`config.mk`:
```
export PLATFORM = sky130hd
export DESIGN_NAME = lsu_ctrl_flat
export DESIGN_NICKNAME = d
export VERILOG_FILES = /design/src/rtl/lsu_ctrl_if.sv /design/src/rtl/lsu_ctrl.sv /design/src/flat_wrapper.sv
export SDC_FILE = /design/constraint.sdc
export NUM_CORES = 1
export LEC_CHECK = 0
export ABC_AREA = 1
export CORE_MARGIN = 2
export CORE_UTILIZATION = 44
export CTS_BUF_LIST = sky130_fd_sc_hd__clkbuf_8 sky130_fd_sc_hd__clkbuf_16
export DETAILED_ROUTE_END_ITERATION = 8
export GPL_ROUTABILITY_DRIVEN = 0
export HOLD_SLACK_MARGIN = 0.06
export PLACE_DENSITY = 0.81
export SLEW_MARGIN = 20
export SYNTH_ARGS = -nofsm -noshare
export SYNTH_HDL_FRONTEND = slang
export SYNTH_SLANG_ARGS = --single-unit
export TNS_END_PERCENT = 30
```
`constraint.sdc`:
```
create_clock -name clk -period 1.3 [get_ports clk]
set_input_delay 0.13 -clock clk [delete_from_list [all_inputs] [get_ports clk]]
set_output_delay 0.13 -clock clk [all_outputs]
set_load 0.01 [all_outputs]
```
`src/rtl/lsu_ctrl_if.sv`:
```
// Bundle between the load/store sequencer, the MEM-stage pipeline and data memory.
// slave = the sequencer itself, master = the pipeline/memory environment driving it.
interface lsu_ctrl_if;
   logic        req_valid;
   logic        req_ready;
   logic        req_we;
   logic [1:0]  req_size;
   logic        req_unsigned;
   logic [31:0] req_addr;
   logic [31:0] req_wdata;
   logic        busy;
   logic        mem_req;
   logic        mem_we;
   logic [31:0] mem_addr;
   logic [3:0]  mem_be;
   logic [31:0] mem_wdata;
   logic        mem_ack;
   logic [31:0] mem_rdata;
   logic        done;
   logic [31:0] ld_data;
   logic [2:0]  ext_sel;
   logic        addr_err;
   logic        bus_err;

   modport slave (
      input  req_valid, req_we, req_size, req_unsigned, req_addr, req_wdata,
             mem_ack, mem_rdata,
      output req_ready, busy, mem_req, mem_we, mem_addr, mem_be, mem_wdata,
             done, ld_data, ext_sel, addr_err, bus_err
   );

   modport master (
      output req_valid, req_we, req_size, req_unsigned, req_addr, req_wdata,
             mem_ack, mem_rdata,
      input  req_ready, busy, mem_req, mem_we, mem_addr, mem_be, mem_wdata,
             done, ld_data, ext_sel, addr_err, bus_err
   );
endinterface

```
`src/rtl/lsu_ctrl.sv`:
```
// Load/store sequencer: alignment check, word-aligned memory handshake, lane-shifted load return.
// Optional access timeout is enabled with the LSU_TIMEOUT_EN macro.
//
// state  | meaning
// IDLE   | ready for a request
// ACCESS | mem_req held, waiting for mem_ack
// DONE   | one-cycle done pulse
// ERR    | one-cycle addr_err or bus_err pulse
module lsu_ctrl #(
   parameter int TIMEOUT_CYCLES = 16
) (
   input logic       clk,
   input logic       rst_n,
   lsu_ctrl_if.slave bus
);
   typedef enum logic [1:0] {IDLE, ACCESS, DONE, ERR} state_t;

   state_t     state;
   logic [1:0] r_size;
   logic [1:0] r_lane;
   logic       r_unsigned;

   logic        misaligned;
   logic [3:0]  be_nxt;
   logic [31:0] wdata_nxt;

   if (TIMEOUT_CYCLES < 1) begin : g_bad_timeout
      $error("lsu_ctrl: TIMEOUT_CYCLES must be at least 1");
   end

`ifdef LSU_TIMEOUT_EN
   localparam int CNT_W = $clog2(TIMEOUT_CYCLES + 1);
   logic [CNT_W-1:0] to_cnt;
   logic             to_hit;
   assign to_hit = (to_cnt == CNT_W'(TIMEOUT_CYCLES - 1));
`endif

   always_comb begin
      misaligned = 1'b0;
      be_nxt     = 4'b0000;
      wdata_nxt  = bus.req_wdata;
      case (bus.req_size)
         2'b00: begin
            be_nxt    = 4'b0001 << bus.req_addr[1:0];
            wdata_nxt = {4{bus.req_wdata[7:0]}};
         end
         2'b01: begin
            misaligned = bus.req_addr[0];
            be_nxt     = 4'b0011 << {bus.req_addr[1], 1'b0};
            wdata_nxt  = {2{bus.req_wdata[15:0]}};
         end
         2'b10: begin
            misaligned = |bus.req_addr[1:0];
            be_nxt     = 4'b1111;
         end
         default: misaligned = 1'b1;
      endcase
   end

   always_ff @(posedge clk or negedge rst_n) begin
      if (!rst_n) begin
         state         <= IDLE;
         r_size        <= 2'b00;
         r_lane        <= 2'b00;
         r_unsigned    <= 1'b0;
         bus.req_ready <= 1'b1;
         bus.busy      <= 1'b0;
         bus.mem_req   <= 1'b0;
         bus.mem_we    <= 1'b0;
         bus.mem_addr  <= 32'h0;
         bus.mem_be    <= 4'h0;
         bus.mem_wdata <= 32'h0;
         bus.done      <= 1'b0;
         bus.ld_data   <= 32'h0;
         bus.ext_sel   <= 3'b000;
         bus.addr_err  <= 1'b0;
         bus.bus_err   <= 1'b0;
`ifdef LSU_TIMEOUT_EN
         to_cnt        <= '0;
`endif
      end else begin
         bus.done     <= 1'b0;
         bus.addr_err <= 1'b0;
         bus.bus_err  <= 1'b0;
         case (state)
            IDLE: begin
               if (bus.req_valid) begin
                  r_size        <= bus.req_size;
                  r_lane        <= bus.req_addr[1:0];
                  r_unsigned    <= bus.req_unsigned;
                  bus.req_ready <= 1'b0;
                  bus.busy      <= 1'b1;
`ifdef LSU_TIMEOUT_EN
                  to_cnt        <= '0;
`endif
                  if (misaligned) begin
                     state        <= ERR;
                     bus.addr_err <= 1'b1;
                  end else begin
                     state         <= ACCESS;
                     bus.mem_req   <= 1'b1;
                     bus.mem_we    <= bus.req_we;
                     bus.mem_addr  <= {bus.req_addr[31:2], 2'b00};
                     bus.mem_be    <= be_nxt;
                     bus.mem_wdata <= wdata_nxt;
                  end
               end
            end
            ACCESS: begin
               if (bus.mem_ack) begin
                  bus.mem_req <= 1'b0;
                  bus.done    <= 1'b1;
                  state       <= DONE;
                  // Stores leave the last load result visible to the extend stage.
                  if (!bus.mem_we) begin
                     bus.ld_data <= bus.mem_rdata >> {r_lane, 3'b000};
                     bus.ext_sel <= (r_size == 2'b10) ? 3'b100
                                                      : {1'b0, r_size == 2'b01, r_unsigned};
                  end
               end
`ifdef LSU_TIMEOUT_EN
               else if (to_hit) begin
                  bus.mem_req <= 1'b0;
                  bus.bus_err <= 1'b1;
                  state       <= ERR;
               end else begin
                  to_cnt <= to_cnt + CNT_W'(1);
               end
`endif
            end
            DONE, ERR: begin
               state         <= IDLE;
               bus.req_ready <= 1'b1;
               bus.busy      <= 1'b0;
            end
            default: state <= IDLE;
         endcase
      end
   end
endmodule

```
`src/flat_wrapper.sv`:
```
// flat-port wrapper written by rule: the top's interface ports become plain ports
module lsu_ctrl_flat 
#(
   parameter int TIMEOUT_CYCLES = 16
)
  (clk, rst_n, bus_req_valid, bus_req_we, bus_req_size, bus_req_unsigned, bus_req_addr, bus_req_wdata, bus_mem_ack, bus_mem_rdata, bus_req_ready, bus_busy, bus_mem_req, bus_mem_we, bus_mem_addr, bus_mem_be, bus_mem_wdata, bus_done, bus_ld_data, bus_ext_sel, bus_addr_err, bus_bus_err);
  lsu_ctrl_if bus_i ();
  input logic clk;
  input logic rst_n;
  input wire logic [$bits(bus_i.req_valid)-1:0] bus_req_valid;
  input wire logic [$bits(bus_i.req_we)-1:0] bus_req_we;
  input wire logic [$bits(bus_i.req_size)-1:0] bus_req_size;
  input wire logic [$bits(bus_i.req_unsigned)-1:0] bus_req_unsigned;
  input wire logic [$bits(bus_i.req_addr)-1:0] bus_req_addr;
  input wire logic [$bits(bus_i.req_wdata)-1:0] bus_req_wdata;
  input wire logic [$bits(bus_i.mem_ack)-1:0] bus_mem_ack;
  input wire logic [$bits(bus_i.mem_rdata)-1:0] bus_mem_rdata;
  output wire logic [$bits(bus_i.req_ready)-1:0] bus_req_ready;
  output wire logic [$bits(bus_i.busy)-1:0] bus_busy;
  output wire logic [$bits(bus_i.mem_req)-1:0] bus_mem_req;
  output wire logic [$bits(bus_i.mem_we)-1:0] bus_mem_we;
  output wire logic [$bits(bus_i.mem_addr)-1:0] bus_mem_addr;
  output wire logic [$bits(bus_i.mem_be)-1:0] bus_mem_be;
  output wire logic [$bits(bus_i.mem_wdata)-1:0] bus_mem_wdata;
  output wire logic [$bits(bus_i.done)-1:0] bus_done;
  output wire logic [$bits(bus_i.ld_data)-1:0] bus_ld_data;
  output wire logic [$bits(bus_i.ext_sel)-1:0] bus_ext_sel;
  output wire logic [$bits(bus_i.addr_err)-1:0] bus_addr_err;
  output wire logic [$bits(bus_i.bus_err)-1:0] bus_bus_err;
  assign bus_i.req_valid = bus_req_valid;
  assign bus_i.req_we = bus_req_we;
  assign bus_i.req_size = bus_req_size;
  assign bus_i.req_unsigned = bus_req_unsigned;
  assign bus_i.req_addr = bus_req_addr;
  assign bus_i.req_wdata = bus_req_wdata;
  assign bus_i.mem_ack = bus_mem_ack;
  assign bus_i.mem_rdata = bus_mem_rdata;
  assign bus_req_ready = bus_i.req_ready;
  assign bus_busy = bus_i.busy;
  assign bus_mem_req = bus_i.mem_req;
  assign bus_mem_we = bus_i.mem_we;
  assign bus_mem_addr = bus_i.mem_addr;
  assign bus_mem_be = bus_i.mem_be;
  assign bus_mem_wdata = bus_i.mem_wdata;
  assign bus_done = bus_i.done;
  assign bus_ld_data = bus_i.ld_data;
  assign bus_ext_sel = bus_i.ext_sel;
  assign bus_addr_err = bus_i.addr_err;
  assign bus_bus_err = bus_i.bus_err;
  lsu_ctrl #(.TIMEOUT_CYCLES(TIMEOUT_CYCLES)) u_core (.clk(clk), .rst_n(rst_n), .bus(bus_i));
endmodule
```
==> Word-level counts from Yosys, hierarchy flattened <==
Index checks and enable logic that the tools add are counted.
{ "word_totals": {"reg_bits": 114, "word_cells": 63, "in_bits": 104} }
{ "op_classes": {"bitwise": 2, "n_reduce_logical": 12, "mux": 21, "n_shift": 3, "n_eq_ne": 10} }
{ "op_table": {"columns": ["operator", "count"], "rows": [
  ["32-bit one-hot mux with 2 select lines", 1],
  ["32-bit by 5-bit >> shifter with 32-bit output", 1],
  ["4-bit one-hot mux with 3 select lines", 1],
  ["1-bit two-way mux", 10],
  ["2-bit equality test (second input constant)", 4],
  ["2-bit by 1-bit equality test with 1-bit output (second input constant)", 3],
  ["2-bit two-way mux", 3],
  ["2-bit != test (second input constant)", 3],
  ["1-bit one-hot mux with 2 select lines", 3],
  ["2-bit one-hot mux with 3 select lines", 1],
  ["2-bit AND reduction", 3],
  ["3-bit AND reduction", 2],
  ["2-bit logical NOT", 2],
  ["4-bit AND reduction", 1],
  ["2-bit nonzero test", 2],
  ["2-bit OR reduction", 2],
  ["1-bit by 2-bit << shifter with 4-bit output (first input constant)", 1],
  ["2-bit by 2-bit << shifter with 4-bit output (first input constant)", 1],
  ["3-bit two-way mux", 1],
  ["1-bit one-hot mux with 3 select lines", 1],
  ["1-bit NOT", 2]
]} }

==> Depth between registers and ports, before layout <==
{ "depth": {"word_depth": 5, "depth_mapped": 9, "mapped_depth_nobuf": 6} }

==> Worst setup path after synthesis <==
OpenSTA, ideal clock, no wires.
{ "synth_path": {"path_kind": "register -> register", "startpoint": "reg u_core.state[1]", "endpoint": "reg u_core.bus.ld_data[15] in the netlist's numbering", "path_slack_ns": 0.106, "t_required_ns": 1.173, "path_stages_with_launch": 8, "period_less_slack_ns": 1.194, "arrival_ns": 1.067, "cell_sequence": "dfrtp_1 inv_2 nand2_1 nor2_4 inv_2 buf_2 nand2_1 o21ai_0"} }
{ "synth_between": {"elab_chain_cells": 2} }
{ "synth_rtl": {"columns": ["element", "line_no", "rtl"], "rows": [
  ["start: declaration", "lsu_ctrl.sv:18", "state_t state;"],
  ["start signal: assignment", "lsu_ctrl.sv:62", "state <= IDLE;"],
  ["start signal: assignment", "lsu_ctrl.sv:97", "state <= ERR;"],
  ["start signal: assignment", "lsu_ctrl.sv:100", "state <= ACCESS;"],
  ["2-bit by 1-bit equality test with 1-bit output", "lsu_ctrl.sv:85", "case (state)"],
  ["3-bit AND reduction (no line)", null, null],
  ["end signal: assignment", "lsu_ctrl.sv:116", "bus.ld_data <= bus.mem_rdata >> {r_lane, 3'b000};"],
  ["end: declaration", "lsu_ctrl_if.sv:29", "done, ld_data, ext_sel, addr_err, bus_err"]
]} }
No other way between the ends.
A chain may end at the register's enable or synchronous reset.

==> Worst setup path after layout <==
{ "layout_path": {"startpoint": "reg u_core.state[1]", "endpoint": "reg u_core.bus.mem_be[1]"} }
{ "layout_between": {"elab_chain_cells": 2} }
{ "layout_rtl": {"columns": ["element", "line_no", "rtl"], "rows": [
  ["2-bit logical NOT", "lsu_ctrl.sv:85", null],
  ["3-bit AND reduction (no line)", null, null],
  ["end signal: assignment", "lsu_ctrl.sv:104", "bus.mem_be <= be_nxt;"],
  ["end: declaration", "lsu_ctrl_if.sv:28", "output req_ready, busy, mem_req, mem_we, mem_addr, mem_be, mem_wdata,"]
]} }
No other way between the ends.

==> results by group <==
Status
  – Outcome: complete, but fails checks
  – Violated checks: setup timing

Place
  – Post-placement setup slack: -0.4810 ns
  – I/O Buffers: 210
  – Total placed instance area: roughly 7700 um^2
  – Half-perimeter wire length after detailed placement: 11.52 mm

Power and ir drop
  – Max rail drop VDD: ~0.00098 V
  – Lkg Pwr: 4.596 nW
  – Pwr/cell area: 2235 nW/um^2
  – Logic pwr share: between 40% and 50%
  – Cell-internal power: approximately 0.012 W
  – NetSw: approximately 0.007 W
  – Reg power frac: 32.3%
  – Switching power share of the total: a little under two fifths
  – Part of the power in the clock network: about a quarter

STA
  – Final period util: 100.8%
  – Clock tree skew after final layout: 0.006911 ns
  – Worst-case setup margin in the final layout: -0.009853 ns
  – RSZ-0062 raised after global routing: true
  – Final Hold Vio Count: 0
  – Relative slew margins: around two thirds
  – Slew @ Worst Pin: between 0.5 and 0.6 ns
  – Number of max-slew violations in the final report: 0
  – Min Tclk post-route: around 1.3 ns
  – Highest Clock Rate: about 0.76 GHz
  – Final setup fails: 1

Floorplanning
  – FP Rows: 40
  – Top Ports: around 210
  – Chip height: 114.3 um
  – Die area: 13050 um^2
  – Total core area: 11960 um^2
  – Initial cell density of the core: between 40% and 50%
  – Die width: around 110 um

Finish
  – Final standard cell utilization of the core: between 70% and 80%
  – Final-stage net count: around 1000
  – Fraction of layout cells with a size suffix above 1: 10.81%
  – Synth-to-layout area growth: 59.39%
  – Post-route standard cell area excluding fillers: roughly 8500 um^2
  – Antenna diodes: 0

Clocking
  – Clock-pin slew on the worst setup and hold paths: about 0.060 ns
  – Worst skew pair latency: approximately 0.42 ns
  – Clock tree from TritonCTS: built
  – Sink Count: approximately 110
  – Bufs on Longest Clock Path: 2
  – Clock root buffer: sky130_fd_sc_hd__clkbuf_16
  – CTS buffer count: 17
  – CTS H-Tree Depth: 4

Detailed routing
  – DRC violation total after the first TritonRoute iteration: between 400 and 500
  – DRC violation count after routing: 0
  – Vias/cell: a little over 5
  – Mean routed wirelength per cell: around 16 um
  – Post-detailed-routing wire length: around 18 mm
  – Count of vias placed by the detailed router: around 5600
  – Post-DRT Antenna Nets: 0
  – First-pass detailed-route iteration total: 5

Logic synthesis
  – Synthesized area per cell: around 7.6 um^2
  – Cell Area, Synth: 5349 um^2
  – Number of instances in the synthesized netlist: around 700
  – Ys async rst share: 100.0%
  – EDFF count, synth: 0
  – Number of storage elements in the synthesis netlist: between 100 and 150
  – Library cells used by synthesis: 20
  – Leading register cell type out of synthesis: sky130_fd_sc_hd__dfrtp_1
  – Synth top cells by count: 349 x sky130_fd_sc_hd__nand2_1, 113 x sky130_fd_sc_hd__dfrtp_1, 103 x sky130_fd_sc_hd__nand3_1
  – Top cell type by total area after synthesis: sky130_fd_sc_hd__dfrtp_1
  – Most area-consuming cells after synthesis: sky130_fd_sc_hd__dfrtp_1 53%, sky130_fd_sc_hd__nand2_1 24%, sky130_fd_sc_hd__nand3_1 9.6%, sky130_fd_sc_hd__buf_2 2.5%, sky130_fd_sc_hd__o21ai_0 2.2%
  – Seq/Total Area, Yosys: a little over half
  – Most used standard cell by instance count after synthesis: sky130_fd_sc_hd__nand2_1
  – Fraction of synthesized cell area taken by the top area cell type: around 53%
  – Synth warnings: 0

Setup path
  – Type of the worst setup path: flop to flop
  – Setup crit start kind: flop
  – Highest fanout seen on the critical path: 10
  – Nature of the critical path endpoint: flop
  – Worst endpoint required time: about 1.7 ns
  – Crit path arrival time: 1.66 ns

Min path
  – Hold WC Path Type: primary input to asynchronous set/reset pin

Global route
  – Sum of overflow across all layers after global routing: 0
  – Total Routing Usage GR: 25.79%
  – Pin count of the biggest net entering global routing: slightly below 50
  – Number of global-route vias before repair: 5127
  – Global-route wire length before repair: about 26 mm
  – Initial antenna violation count: 0

Run
  – Number of maximum-capacitance constraint violations: 0
==> layout by cell type, fill, tap and decap left out, types with 10 or more instances in the layout <==
| cell type | instances |
|---|---|
| sky130_fd_sc_hd__inv_1 | 19 |
| sky130_fd_sc_hd__dfrtp_1 | 113 |
| sky130_fd_sc_hd__buf_4 | 23 |
| sky130_fd_sc_hd__nand3_1 | 102 |
| sky130_fd_sc_hd__dlygate4sd2_1 | 106 |
| sky130_fd_sc_hd__buf_12 | 10 |
| sky130_fd_sc_hd__clkdlybuf4s50_1 | 101 |
| sky130_fd_sc_hd__nand2_1 | 338 |
| sky130_fd_sc_hd__nand2_2 | 11 |
| sky130_fd_sc_hd__nor2_1 | 22 |
| sky130_fd_sc_hd__clkbuf_16 | 20 |
| sky130_fd_sc_hd__o21ai_0 | 16 |
==> state kept, by name, summed over array words and instances, names as in the netlist, 2 cells and up <==
name / count
u_core.r_lane: 2
u_core.bus.mem_be: 4
u_core.bus.mem_addr: 30
u_core.r_size: 2
u_core.bus.mem_wdata: 32
u_core.bus.ext_sel: 3
u_core.state: 2
u_core.bus.ld_data: 32
==> critical path, cell delays in order (launching register included) <==
cell and delay [ns]:
sky130_fd_sc_hd__dfrtp_1 0.39, sky130_fd_sc_hd__inv_2 0.11, sky130_fd_sc_hd__nand3_4 0.11, sky130_fd_sc_hd__buf_6 0.14, sky130_fd_sc_hd__a21oi_4 0.17, sky130_fd_sc_hd__buf_6 0.18
sky130_fd_sc_hd__nand2_1 0.06, sky130_fd_sc_hd__nand2_1 0.07
==> power by group through the flow <==
stage                     clock (W)  sequential [W]  combinational (W)
after floorplan                   0         0.00681            0.00303
after global placement            0         0.00617            0.00830
after detailed placement          0         0.00617            0.00844
after CTS                   0.00508         0.00612            0.00742
after global routing        0.00531         0.00635            0.00862
final                       0.00505         0.00615            0.00785
==> per-layer routing <==
layer	share of wire, %	track usage, %	vias up
li1	-	-	2669
met1	39	31.95	2605
met2	49	41.27	265
met3	8.7	9.582	33
met4	2.9	9.837	0
met5	0	0	-
==> cell families after synthesis <==
family	count (synthesis)	share of synthesized area [%]
and+or+nand+nor	479	36.28
DFF	114	53.36
buffers and inverters	73	6.596
other	1	0.07011
AOI/OAI and AO/OA	36	3.696
==> metrics by stage <==
stage                 TNS, ns  instances  power (W)  hold slack [ns]
floorplan                   0        705   0.009839          -0.1656
global placement       -18.95       1048    0.01447          0.08324
detailed placement     -23.06       1048    0.01461          0.08062
CTS                  -0.01279       1081    0.01862           0.1918
global route           -2.283       1091    0.02028           0.2054
finish              -0.009853       1091    0.01906           0.1862
==> path summary, 6_finish.rpt <==
path                       slack [ns]  cells past startpoint                        to                     start
min                              0.19                      2   u_core.bus.mem_addr[25]                     rst_n
max reg2reg                     -0.01                      7      u_core.bus.mem_be[1]           u_core.state[1]
max in group asynchronous        0.48                      3     u_core.bus.ld_data[6]                     rst_n
max                             -0.01                      7      u_core.bus.mem_be[1]           u_core.state[1]
min in group clk                 0.26                      3    u_core.bus.mem_addr[9]           bus_req_addr[9]
min reg2reg                      0.46                      2  u_core.bus.mem_wdata[18]  u_core.bus.mem_wdata[18]
==> what timing repair did <==
item | 4_1_cts | 5_1_grt
cloned | 0 | 6
hold buffers | 1 | 0
setup buffers | 0 | 4
resized for setup | 114 | 43
endpoints found under the hold margin | 92 | 0
pin swaps | 1 | 2
endpoints found under the setup margin | 177 | 102
==> layout make-up <==
class	count	area, um^2
clock inverters	14	203.9
flip-flops and latches	114	2854
repair buffers	255	2520
well taps	147	183.9
fillers	970	3436
inverters	25	98.84
clock buffers	18	439.2
multi-input cells	518	2226
No activity file was read; power rests on OpenSTA's default activity.
